$ cat config.mk
export PLATFORM = sky130hd
export DESIGN_NAME = serial_loader_piso
export DESIGN_NICKNAME = d
export VERILOG_FILES = /design/src/rtl/serial_loader_piso.sv
export SDC_FILE = /design/constraint.sdc
export NUM_CORES = 1
export LEC_CHECK = 0
export BUFFER_PORTS_ARGS = -buffer_cell sky130_fd_sc_hd__buf_2
export CORE_MARGIN = 5
export CORE_UTILIZATION = 40
export CTS_CLUSTER_DIAMETER = 60
export DETAILED_ROUTE_END_ITERATION = 8
export HOLD_SLACK_MARGIN = 0.15
export PLACE_DENSITY = 0.61
export SYNTH_ARGS = -nofsm -noshare
export SYNTH_HDL_FRONTEND = slang
export SYNTH_SLANG_ARGS = --single-unit
$ cat constraint.sdc
create_clock -name clock -period 1.2 [get_ports clock]
set_input_delay 0.06 -clock clock [delete_from_list [all_inputs] [get_ports clock]]
set_output_delay 0.06 -clock clock [all_outputs]
set_load 0.01 [all_outputs]
$ cat src/rtl/serial_loader_piso.sv
// ---------------------------------------------------------------------------
// serial_loader_piso
//
// Parallel-in/serial-out loader feeding the serial input of a downstream
// shift register. It accepts a WIDTH-bit word through a valid/ready
// handshake and shifts it out MSB first, one bit per clock. A one-cycle
// `done` pulse marks the final bit of each frame. Back-to-back words
// stream with no idle gap.
//
// Optional feature (compile-time macro SERIALIZER_PARITY_EN):
//   when defined, an even-parity bit (XOR of all data bits) follows the
//   LSB, making the frame WIDTH+1 bits long.
//
// Parameters:
//   WIDTH       data word width, 2..32 (default 8)
//
// Ports:
//   clock       in   rising-edge clock
//   clear       in   synchronous active-high reset
//   load_valid  in   source presents a word on load_data
//   load_data   in   word to serialize, sampled only on accept
//   load_ready  out  loader can accept a word this cycle (combinational)
//   sout        out  registered serial bit
//   sout_valid  out  sout carries a data or parity bit this cycle
//   done        out  one-cycle pulse while the last bit is on sout
// ---------------------------------------------------------------------------
module serial_loader_piso #(
    parameter int WIDTH = 8
) (
    input  logic             clock,
    input  logic             clear,
    input  logic             load_valid,
    input  logic [WIDTH-1:0] load_data,
    output logic             load_ready,
    output logic             sout,
    output logic             sout_valid,
    output logic             done
);

`ifdef SERIALIZER_PARITY_EN
    localparam int unsigned N = WIDTH + 1;
`else
    localparam int unsigned N = WIDTH;
`endif
    localparam int unsigned     CW   = $clog2(WIDTH + 2);
    localparam logic [CW-1:0]   LAST = CW'(N - 1);
`ifdef SERIALIZER_PARITY_EN
    localparam logic [CW-1:0]   PAR_IDX = CW'(WIDTH);
`endif

    typedef enum logic {
        IDLE,
        SHIFT
    } state_t;

    state_t           state_q, state_d;
    logic [WIDTH-1:0] shreg_q, shreg_d;
    logic [CW-1:0]    cnt_q, cnt_d;
    logic             sout_q, sout_d;
    logic             sout_valid_q, sout_valid_d;
    logic             done_q, done_d;
`ifdef SERIALIZER_PARITY_EN
    logic             parity_q, parity_d;
`endif

    logic last_bit;
    logic accept;

    always_comb begin
        last_bit   = (state_q == SHIFT) && (cnt_q == LAST);
        load_ready = (state_q == IDLE) || last_bit;
        accept     = load_valid && load_ready;

        state_d = state_q;
        shreg_d = shreg_q;
        cnt_d   = cnt_q;
`ifdef SERIALIZER_PARITY_EN
        parity_d = parity_q;
`endif

        if (accept) begin
            state_d = SHIFT;
            shreg_d = load_data;
            cnt_d   = '0;
`ifdef SERIALIZER_PARITY_EN
            parity_d = ^load_data;
`endif
        end else if (state_q == SHIFT) begin
            if (last_bit) begin
                state_d = IDLE;
                shreg_d = '0;
                cnt_d   = '0;
            end else begin
                shreg_d = shreg_q << 1;
                cnt_d   = cnt_q + CW'(1);
            end
        end

        // Outputs are computed from the next state so they can be registered
        // and still line up with the bit that the next state represents.
        sout_valid_d = (state_d == SHIFT);
        done_d       = (state_d == SHIFT) && (cnt_d == LAST);
        sout_d       = (state_d == SHIFT) ? shreg_d[WIDTH-1] : 1'b0;
`ifdef SERIALIZER_PARITY_EN
        // The parity slot is never an accept cycle, so parity_q is current.
        if ((state_d == SHIFT) && (cnt_d == PAR_IDX)) begin
            sout_d = parity_q;
        end
`endif
    end

    always_ff @(posedge clock) begin
        if (clear) begin
            state_q      <= IDLE;
            shreg_q      <= '0;
            cnt_q        <= '0;
            sout_q       <= 1'b0;
            sout_valid_q <= 1'b0;
            done_q       <= 1'b0;
`ifdef SERIALIZER_PARITY_EN
            parity_q     <= 1'b0;
`endif
        end else begin
            state_q      <= state_d;
            shreg_q      <= shreg_d;
            cnt_q        <= cnt_d;
            sout_q       <= sout_d;
            sout_valid_q <= sout_valid_d;
            done_q       <= done_d;
`ifdef SERIALIZER_PARITY_EN
            parity_q     <= parity_d;
`endif
        end
    end

    assign sout       = sout_q;
    assign sout_valid = sout_valid_q;
    assign done       = done_q;

endmodule

==> results of run 1 <==
state kept, by name (all words and copies together) (netlist names):
name        flops
shreg_q         8
cnt_q           4
done            1
sout            1
sout_valid      1
area by class of cell:
class | count | area share [%]
Clock inverter | 1 | 0.442
Tap cell | 25 | 2.77
Multi-Input combinational cell | 63 | 43.0
Timing Repair Buffer | 36 | 24.8
Sequential cell | 15 | 27.0
Clock buffer | 3 | 1.99
report_power, final:
part,leakage [nW],internal [mW],total [mW],switching [mW]
sequential,0.125,0.527,0.549,0.0217
clock,0.0177,0.123,0.286,0.162
combinational,0.351,0.109,0.213,0.103
total,0.494,0.760,1.05,0.288
stage by stage:
| stage | setup TNS (ns) | hold WS, ns | cell area, um^2 | instances |
|---|---|---|---|---|
| finish | -0.164 | 0.194 | 1130 | 143 |
| floorplan | 0 | 0.131 | 743 | 84 |
| global route | -0.735 | 0.208 | 1130 | 143 |
| global placement | -0.432 | 0.392 | 866 | 124 |
| CTS | -0.273 | 0.175 | 1080 | 143 |
| detailed placement | -0.759 | 0.400 | 866 | 124 |
Yosys cell counts, drive strengths merged:
master   n  area share (%)
clkbuf   1            0.51
nor4b    1             2.1
or2      1            0.86
a31oi    6             5.1
xor2     1             1.2
a211oi   7             7.2
a22oi    1             1.0
or3      1            0.86
a21o     7             7.2
and3b    1             1.2
nor4     1            0.86
buf      6             4.8
a21oi    5             3.4
nand3b   2             3.8
dfxtp   15              41
nor3b    1             1.0
nand4    1            0.86
nand2   12             6.2
ha       1             1.7
a221oi   2             3.3
nand3    1            0.68
nor2    10             5.1
kinds of logic (layout without fill, tap and decap cells):
group,after synthesis,count (layout)
flops,15,15
fa+ha+maj,1,1
compound gates,28,28
simple gates,32,33
xor+xnor,1,1
buf+inv,7,40
cells in the final DEF (no fill, tap or decap):
master	count
nand3_1	1
a21oi_2	1
a221oi_1	1
nand3b_4	1
buf_4	11
a221oi_2	1
dlygate4sd3_1	9
xor2_2	1
a31oi_2	4
nand4_1	1
or3_1	1
clkbuf_4	3
a21oi_1	4
buf_6	2
nand2_4	1
clkinv_2	1
a21o_1	7
dfxtp_1	11
nor2_2	1
nand3b_2	1
nor3b_1	1
dfxtp_2	4
a211oi_1	2
or2_2	1
and3b_1	1
nor4_1	1
buf_2	13
nor4b_2	1
buf_12	1
a22oi_1	1
ha_4	1
nand2_1	11
a211oi_2	5
nor2_1	9
a31oi_1	2
nand3b_1	1
routing by layer:
layer	share of wire [%]	GRT usage (%)
met4	0.51	5.11
met5	0	0
met1	46	19.9
met3	4.0	2.85
met2	49	25.4
timing repair:
item	4_1_cts	5_1_grt
setup endpoints to repair	10	15
endpoints found under the hold margin	9	0
pin swaps	12	3
gates resized for setup	10	10
setup buffers	5	0
gates cloned	1	0
hold buffers	9	0
worst paths after layout:
check             slack [ns]  cells after the start         end         start
setup / recovery       -0.07                      5  shreg_q[5]      cnt_q[1]
hold / removal          0.19                      3        sout  load_data[7]
setup reg to reg       -0.07                      5  shreg_q[5]      cnt_q[1]
hold reg to reg         0.46                      2  shreg_q[0]    shreg_q[0]
worst max-delay path: cells and delay by family, from the launching register on:
kind	cells	cell delay, ns
AO/OA/AOI/OAI	2	0.35
buffers and inverters	1	0.17
adder cells (fa/ha/maj)	1	0.17
flip-flops	1	0.37
AND/OR/NAND/NOR	1	0.14
==> key figures, run 1 <==
Setup path
  – CP Launch Type: flip-flop
  – Critical Path RT: 1.40 ns
  – Critical Path Sink Type: flip-flop
  – Crit Path Max Fanout: 7
  – Worst EP arrival: 1.47 ns
  – Worst-path cell chain: ha_4 -> nand3b_4 -> buf_12 -> a21o_1 -> a211oi_2
  – Peak per-stage delay on the critical path: 0.37 ns
  – WS Path Type: flip-flop to flip-flop
  – Worst path slowest cell: dfxtp_2

Clock network
  – CTS Root Cell: clkbuf_4
  – Maximum root-to-sink buffer count: 2
  – Cts bufs inserted: 3
  – CTS tree: yes
  – CTS H-tree depth: 1
  – Clock Latency Late Sink: 0.28 ns
  – Clock-pin transition on the worst setup and hold timing paths: 0.10 ns
  – Count of clock tree sinks: 15

Timing
  – Slew headroom: 76.5%
  – Clk_skew: 0.00684 ns
  – RSZ-0062 raised after global routing: true
  – Final Hold Vio Count: 0
  – Worst Tran Pin Value: 0.352 ns
  – Final count of negative-setup-slack endpoints: 9
  – Max-slew violation count: 0
  – Crit path time final: 1.27 ns
  – Final Cycle Share: 106%
  – Peak Freq: 789 MHz
  – Final worst slack: -0.0671 ns

Global route
  – Largest net degree at the start of global routing: 16
  – Grt total ovfl: 0
  – Antenna violations before repair: 0
  – First-pass GRT wire length: 3190 um
  – Vias in the first global route: 691
  – GR Util All Layers: 15.4%

Synthesis
  – Synth Cell Area: 731 um^2
  – Simple-gate share of the synthesized area: 23.5%
  – Main combinational cell family by area after synthesis: compound AO/OA/AOI/OAI gates
  – Count of cell types in the netlist: 26
  – Sequential cell area fraction in the yosys report: 41.1%
  – Compound-Gate Fraction of Synth Area: 27.2%
  – XOR/XNOR share of the synthesized area: 1.20%
  – Synthesized instance count: 84
  – Mux share of post-synthesis cell area: 0%
  – Yosys warns: 0
  – Synthesis-stage register bit count: 15
  – Syn avg cell area: 8.70 um^2
  – Synth Net Count: 96
  – Synth Area in Adders: 1.71%

Placement
  – Worst slack at placement: -0.118 ns
  – Post-DP HPWL: 1140 um
  – Final GP Congestion: 0.712
  – Number of port buffers: 14

Status
  – Violated checks: negative setup slack
  – Status: complete, but fails checks

Floorplanning
  – Die Ht: 52.7 um
  – Initial Util: 42.3%
  – CORE AREA: 0.00173 mm^2
  – Die ar.: 0.00278 mm^2
  – # IOs: 15
  – Die Wd: 52.7 um
  – # rows: 15

Route
  – Detailed Routing Iterations Pass 1: 4
  – DR vias: 762
  – DRT antenna net count: 0
  – Initial DRC Count: 11
  – DRC viols: 0
  – Vias/cell: 5.33
  – Drt total wl: 1960 um
  – Routed wire per std cell: 13.7 um

Layout
  – Fin util: 65.5%
  – Area grow syn2layout: 54.8%
  – Layout Nets: 131
  – Footprint of the multi-input gates: 487 um^2
  – Antenna diodes: 0
  – Layout fillers: 159
  – Layout cell share with drive strength beyond 1: 45.8%
  – Register area: 305 um^2

Flow run
  – Max Cap Viol: 0

Pwr
  – Worst vdd ir: 594 uV
  – Design Power: 1.05 mW
  – Static leakage: 0.494 nW
  – Pwr dens: 926 mW/mm^2

Hold path
  – Min-Delay Path Class: primary input to flip-flop
Note: power is estimated with default switching activity, not from simulation.
==> run 2, diff against run 1 <==
CORE_MARGIN = 2   (was 5)
==> run 2 against run 1 <==
  * Clock skew increased by 0.0055 ns
  * The flow still finishes with violations (negative setup slack)
  * Hold slack got worse by 0.0021 ns
  * Maximum frequency decreased by 4.4%
  * Final cell count increased by 0.70%
  * Highest routed layer unchanged
  * Non-clock buffer count increased by 2
  * Largest power group unchanged
  * Cell area increased by 4.4%
  * Critical path depth unchanged
  * Critical path type unchanged
  * Global-route usage increased by 6.9 points
  * Combinational power increased by 15%
  * Worst setup slack got worse by 0.059 ns
  * Flip-flop and latch count unchanged
==> key figures, run 2 (same netlist as run 1, synthesis figures left out) <==
Layout
  – Leading cell types in the layout, fill and taps excluded: dfxtp_1 (13), buf_2 (13), nand2_1 (11), buf_4 (11), nor2_1 (10)
  – Top flop regs: shreg_q (8), cnt_q (4)
  – Area grow syn2layout: 61.6%
  – Finished Layout Cells: 144 (+0.70%)
  – Antenna diodes: 0 (unchanged)
  – Layout cell share with drive strength beyond 1: 47.9% (+2.1 points)
  – Register area: 303 um^2 (-0.82%)
  – Largest Register: shreg_q
  – Fin util: 68.4% (+2.9 points)
  – Max reg flops: 8 (unchanged)
  – Layout fillers: 164 (+3.1%)
  – Layout Nets: 132 (+0.76%)
  – Footprint of the multi-input gates: 517 um^2 (+6.2%)

Timing
  – Final count of negative-setup-slack endpoints: 12 (+3)
  – Peak Freq: 754 MHz (-4.4%)
  – Max-slew violation count: 0 (unchanged)
  – Clk_skew: 0.0124 ns (+0.00554 ns)
  – Final TNS setup: -0.624 ns (-0.460 ns)
  – RSZ-0062 raised after global routing: true
  – Slew headroom: 75.2% (-1.4 points)
  – Crit path time final: 1.33 ns (+0.0590 ns)
  – Final Cycle Share: 111% (+4.9 points)
  – Final worst slack: -0.126 ns (-0.0590 ns)
  – Final Hold Vio Count: 0 (unchanged)
  – Worst Tran Pin Value: 0.373 ns (+0.0208 ns)

Clock network
  – Clock-pin transition on the worst setup and hold timing paths: 0.11 ns (about the same)
  – Count of clock tree sinks: 15 (unchanged)
  – Cts bufs inserted: 3 (unchanged)
  – CTS H-tree depth: 1 (unchanged)
  – CTS Root Cell: clkbuf_4
  – Clock Latency Late Sink: 0.29 ns (about the same)
  – Maximum root-to-sink buffer count: 2 (unchanged)
  – CTS tree: yes

Route
  – DRT antenna net count: 0 (unchanged)
  – Initial DRC Count: 6 (-5)
  – Drt total wl: 2220 um (+13%)
  – Vias/cell: 5.29 (-0.69%)
  – Routed wire per std cell: 15.4 um (+12%)
  – DR vias: 762 (unchanged)
  – DRC viols: 0 (unchanged)
  – Detailed Routing Iterations Pass 1: 4 (unchanged)

Global route
  – Largest net degree at the start of global routing: 16 (unchanged)
  – Antenna violations before repair: 0 (unchanged)
  – Grt total ovfl: 0 (unchanged)
  – Vias in the first global route: 765 (+11%)
  – GR Util All Layers: 22.3% (+6.9 points)
  – First-pass GRT wire length: 3350 um (+5.2%)

Floorplanning
  – # IOs: 15 (unchanged)
  – Initial Util: 42.3% (unchanged)
  – CORE AREA: 0.00173 mm^2 (unchanged)
  – Die Ht: 46.7 um (-11%)
  – Die ar.: 0.00218 mm^2 (-21%)
  – # rows: 15 (unchanged)
  – Die Wd: 46.7 um (-11%)

Setup path
  – Worst-path cell chain: ha_4 -> nand3b_4 -> buf_6 -> a21o_1 -> a211oi_2
  – Flop2flop setup slack: -0.13 ns (-0.06 ns)
  – Peak per-stage delay on the critical path: 0.37 ns (about the same)
  – Critical Path RT: 1.41 ns (about the same)
  – CP Launch Type: flip-flop
  – Worst EP arrival: 1.54 ns (+0.07 ns)
  – Worst Reg2Reg Path Length in Cells: 5 (unchanged)
  – Worst path slowest cell: dfxtp_2
  – Critical Path Sink Type: flip-flop
  – Crit Path Max Fanout: 6 (-1)
  – Worst R2R End: shreg_q[4]
  – Reg2reg start: cnt_q[0]
  – WS Path Type: flip-flop to flip-flop

Status
  – Status: complete, but fails checks
  – Violated checks: negative setup slack

Placement
  – Final GP Congestion: 0.675 (-5.2%)
  – Worst slack at placement: -0.111 ns (+0.00646 ns)
  – Placed cells: 126 (+1.6%)
  – Post-DP HPWL: 1120 um (-1.8%)
  – Number of port buffers: 14 (unchanged)

Hold path
  – Hold_sp: load_valid
  – Hold Path Stages: 2 (-1)
  – Min-Delay Path Class: primary input to flip-flop
  – WHS Endpoint: cnt_q[3]

Flow run
  – Max Cap Viol: 0 (unchanged)

Pwr
  – Pwr dens: 929 mW/mm^2 (+0.28%)
  – Worst vdd ir: 489 uV (-18%)
  – Static leakage: 0.510 nW (+3.3%)
==> run 2: cell count changes in the layout (fill, tap and decap cells not counted), sizes merged <==
cell	previous run	this run
buf	27	29
nand3b	3	2
==> run 2: worst max path at each step <==
stage | start | end | slack (ns) | depth (start not counted)
after floorplan | cnt_q[0] | shreg_q[3] | 0.01 | 5
after global placement | cnt_q[1] | sout | -0.06 | 4
after detailed placement | cnt_q[1] | shreg_q[7] | -0.11 | 4
after CTS | cnt_q[0] | shreg_q[1] | -0.04 | 5
after global routing | cnt_q[0] | shreg_q[4] | -0.16 | 5
final | cnt_q[0] | shreg_q[4] | -0.13 | 5
==> run 2: worst max-delay path: cells and delay by family, from the launching register on <==
kind,cells,cell delay [ns]
AOI/OAI and AO/OA,2,0.38
buffers and inverters,1,0.19
DFF,1,0.37
and+or+nand+nor,1,0.16
adders and majority gates,1,0.15
==> run 2: per-stage QoR <==
| step | power (mW) | hold WS (ns) | cell area [um^2] |
|---|---|---|---|
| CTS | 1.08 | 0.156 | 1140 |
| detailed placement | 0.716 | 0.398 | 881 |
| global placement | 0.714 | 0.392 | 881 |
| floorplan | 0.654 | 0.131 | 743 |
| finish | 1.10 | 0.192 | 1180 |
| global route | 1.16 | 0.192 | 1180 |
==> run 2: cell type report <==
type                    instances  area share [%]
clock buffers                   3            1.91
clock inverters                 1           0.424
multi-input cells              62            43.8
flip-flops and latches         15            25.6
well taps                      25            2.65
repair buffers                 38            25.6
==> run 2: routing by layer <==
| layer | vias up | part of all wire [%] | global-route usage [%] |
|---|---|---|---|
| met5 | - | 0 | 0 |
| met2 | 14 | 55 | 41.7 |
| met1 | 359 | 42 | 24.6 |
| met4 | 0 | 1.9 | 10.0 |
| met3 | 6 | 1.6 | 3.85 |
| li1 | 383 | - | - |
==> run 2: where the power goes <==
part / total [mW] / switching [mW] / leakage, nW / internal, mW
sequential: 0.549 / 0.0221 / 0.124 / 0.527
combinational: 0.245 / 0.122 / 0.368 / 0.123
clock: 0.303 / 0.179 / 0.0177 / 0.124
total: 1.10 / 0.324 / 0.510 / 0.774
==> run 2: what timing repair did <==
action,CTS,global route
setup buffers,5,0
hold buffers,8,1
resized for setup,21,6
hold endpoints to repair,8,1
setup endpoints to repair,12,15
pin swaps,17,4
cloned,0,0
==> run 3, diff against run 2 <==
ABC_AREA = 1   (was not set)
CTS_CLUSTER_SIZE = 30   (was not set)
==> run 3 against run 2 <==
  * The flow still finishes with violations (negative setup slack)
  * Global-route usage shrank 4.5 points
  * Cell area shrank 8.3%
  * Wire length shrank 19%
  * Sequential power is essentially flat
==> key figures, run 3 <==
Status
  – Status: complete, but fails checks
  – Violated checks: negative setup slack

Setup path
  – Critical Path Sink Type: flip-flop
  – Critical Path RT: 1.42 ns (about the same)
  – Worst EP arrival: 1.42 ns (-0.12 ns)
  – CP Launch Type: flip-flop
  – WS Path Type: flip-flop to flip-flop
  – Crit Path Max Fanout: 6 (unchanged)

Placement
  – Worst slack at placement: -0.0830 ns (+0.0284 ns)
  – Placed cells: 128 (+1.6%)
  – Final GP Congestion: 0.812 (+20%)
  – Number of port buffers: 14 (unchanged)
  – Post-DP HPWL: 1070 um (-4.5%)
  – Dpl cell area: 812 um^2 (-7.8%)

Layout
  – Area grow syn2layout: 54.4%
  – Most common cell after layout, fill and taps aside: nand2_1
  – Leading cell types in the layout, fill and taps excluded: nand2_1 (14), buf_2 (13), dfxtp_1 (12)
  – Antenna diodes: 0 (unchanged)
  – Fin util: 64.1% (-4.3 points)
  – Layout cell share with drive strength beyond 1: 41.9% (-6.0 points)
  – Design area: 0.00108 mm^2 (-8.3%)
  – Layout fillers: 142 (-13%)
  – Finished Layout Cells: 146 (+1.4%)
  – Layout Nets: 142 (+7.6%)
  – Top flop regs: shreg_q (8), cnt_q (4)
  – Largest Register: shreg_q
  – Max reg flops: 8 (unchanged)

Pwr
  – Int Pwr: 0.766 mW (-0.97%)
  – Static leakage: 0.458 nW (-10%)
  – Psw: 0.298 mW (-7.8%)
  – Worst vdd ir: 708 uV (+45%)
  – Design Power: 1.06 mW (-3.0%)
  – Flop pwr share: 51.4% (+1.4 points)
  – Clock network fraction of design power: 27.1% (-0.5 points)
  – Switch share: 28.0% (-1.5 points)
  – Comb pwr share: 21.5% (-0.8 points)
  – Pwr dens: 983 mW/mm^2 (+5.8%)

Timing
  – Final worst slack: -0.000301 ns (+0.126 ns)
  – Final count of negative-setup-slack endpoints: 1 (-11)
  – Final Cycle Share: 100% (-10 points)
  – Fin Hold WS: 0.216 ns (+0.0238 ns)
  – Final Hold Vio Count: 0 (unchanged)
  – Clk_skew: 0.000937 ns (-0.0114 ns)
  – Final TNS setup: -0.000301 ns (+0.624 ns)
  – Peak Freq: 833 MHz (+10%)
  – Crit path time final: 1.20 ns (-0.126 ns)
  – RSZ-0062 raised after global routing: true
  – Worst Tran Pin Value: 0.224 ns (-0.148 ns)
  – Max-slew violation count: 0 (unchanged)
  – Slew headroom: 85.0% (+9.9 points)

Synthesis
  – Yosys warns: 0 (unchanged)
  – Post-synth top area share: 42.8% (+1.7 points)
  – Syn avg cell area: 7.47 um^2 (-14%)
  – Synthesized instance count: 94 (+12%)
  – Post-synth top cells: nand2_1 (16), dfxtp_1 (15), nor2_1 (12), a21oi_1 (11), nand3_1 (10)
  – Synthesis-stage register bit count: 15 (unchanged)
  – Number of enable flip-flop cells after synthesis: 0 (unchanged)
  – Synth Net Count: 106 (+10%)
  – Cell taking the most area after synthesis: dfxtp_1
  – Main synth FF type: dfxtp_1
  – Most frequent cell after synthesis: nand2_1
  – Async SR Flop Fraction: 0% (unchanged)
  – Synth Cell Area: 702 um^2 (-3.9%)
  – Synth area leaders: dfxtp_1 (43%), nand2_1 (8.6%), a21oi_1 (7.8%)
  – Count of cell types in the netlist: 21 (-19%)
  – Sequential cell area fraction in the yosys report: 42.8% (+1.7 points)

Floorplanning
  – CORE AREA: 0.00169 mm^2 (-2.2%)
  – Die Ht: 45.9 um (-1.8%)
  – Die ar.: 0.00211 mm^2 (-3.6%)
  – Die Wd: 45.9 um (-1.8%)
  – # rows: 15 (unchanged)
  – # IOs: 15 (unchanged)
  – Initial Util: 41.6% (-0.76 points)

Route
  – Detailed Routing Iterations Pass 1: 4 (unchanged)
  – DRT antenna net count: 0 (unchanged)
  – DRC viols: 0 (unchanged)
  – Drt total wl: 1790 um (-19%)
  – Initial DRC Count: 23 (+17)
  – DR vias: 737 (-3.3%)
  – Routed wire per std cell: 12.3 um (-20%)
  – Vias/cell: 5.05 (-4.6%)

Hold path
  – Min-Delay Path Class: primary input to flip-flop

Global route
  – Grt total ovfl: 0 (unchanged)
  – GR Util All Layers: 17.8% (-4.5 points)
  – Vias in the first global route: 608 (-21%)
  – Antenna violations before repair: 0 (unchanged)
  – First-pass GRT wire length: 2680 um (-20%)
  – Largest net degree at the start of global routing: 14 (-2)

Clock network
  – Maximum root-to-sink buffer count: 2 (unchanged)
  – CTS H-tree depth: 1 (unchanged)
  – Clock Latency Late Sink: 0.28 ns (about the same)
  – Cts bufs inserted: 3 (unchanged)
  – Count of clock tree sinks: 15 (unchanged)
  – CTS tree: yes
  – Clock-pin transition on the worst setup and hold timing paths: 0.09 ns (-0.02 ns)
  – CTS Root Cell: clkbuf_4

Flow run
  – Max Cap Viol: 0 (unchanged)
==> run 3: cell types whose count changed after synthesis, moves of 2 or more <==
cell      delta
inv_1        +9
nand3_1      +9
a211oi_1     -7
a21o_1       -7
a21oi_1      +6
a31oi_1      -6
o21ai_0      +5
buf_2        -4
nand2_1      +4
nand2_4      +2
nor2_1       +2
o21ai_1      +2
==> run 3: critical path, cell delays in order (launching register included) <==
cell and delay [ns]:
dfxtp_2 0.34, ha_4 0.17, nand3_4 0.11, nand2_8 0.08, buf_6 0.12, a21oi_2 0.12, nand3_1 0.08, nor2_1 0.11
==> run 3: cells by family after synthesis <==
group           synth area share (%)
flops                           42.8
simple gates                    31.7
fa+ha+maj                       1.78
buf+inv                         8.91
compound gates                  14.8
==> run 3: area by class of cell <==
type                            count  area, um^2  area share [%]
Multi-Input combinational cell     66         430            39.7
Timing Repair Buffer               32         246            22.7
Timing Repair inverter              1        6.26           0.577
Tap cell                           17        21.3            1.96
Clock buffer                        4        26.3            2.42
Inverter                           11        48.8            4.50
Sequential cell                    15         304            28.1
==> run 3: what timing repair did <==
action,in CTS,in global routing
pin swaps,2,5
resized for setup,7,23
endpoints found under the hold margin,14,0
hold buffers,11,0
setup buffers,2,0
gates cloned,0,1
endpoints found under the setup margin,11,13
==> run 3: final timing paths <==
kind | startpoint | end | slack, ns | depth (start not counted)
worst max-delay path | cnt_q[0] | done | -0.0003 | 7
worst min register to register | shreg_q[0] | shreg_q[0] | 0.48 | 2
worst min-delay path | load_valid | shreg_q[0] | 0.22 | 5
worst max register to register | cnt_q[0] | done | -0.0003 | 7
==> run 3: power by group through the flow <==
stage	sequential, mW	clock, mW	combinational, mW
finish	0.547	0.289	0.229
global route	0.550	0.309	0.250
CTS	0.543	0.293	0.191
detailed placement	0.552	0	0.154
global placement	0.552	0	0.154
floorplan	0.553	0	0.0992
==> run 3: layer usage <==
| layer | global-route usage (%) | wire length (um) | share of wire (%) | vias to the layer above |
|---|---|---|---|---|
| met4 | 5.14 | 12 | 0.67 | 0 |
| met5 | 0 | 0 | 0 | - |
| met3 | 2.38 | 83 | 4.6 | 2 |
| met1 | 24.7 | 775 | 43 | 335 |
| li1 | - | - | - | 377 |
| met2 | 28.6 | 919 | 51 | 23 |
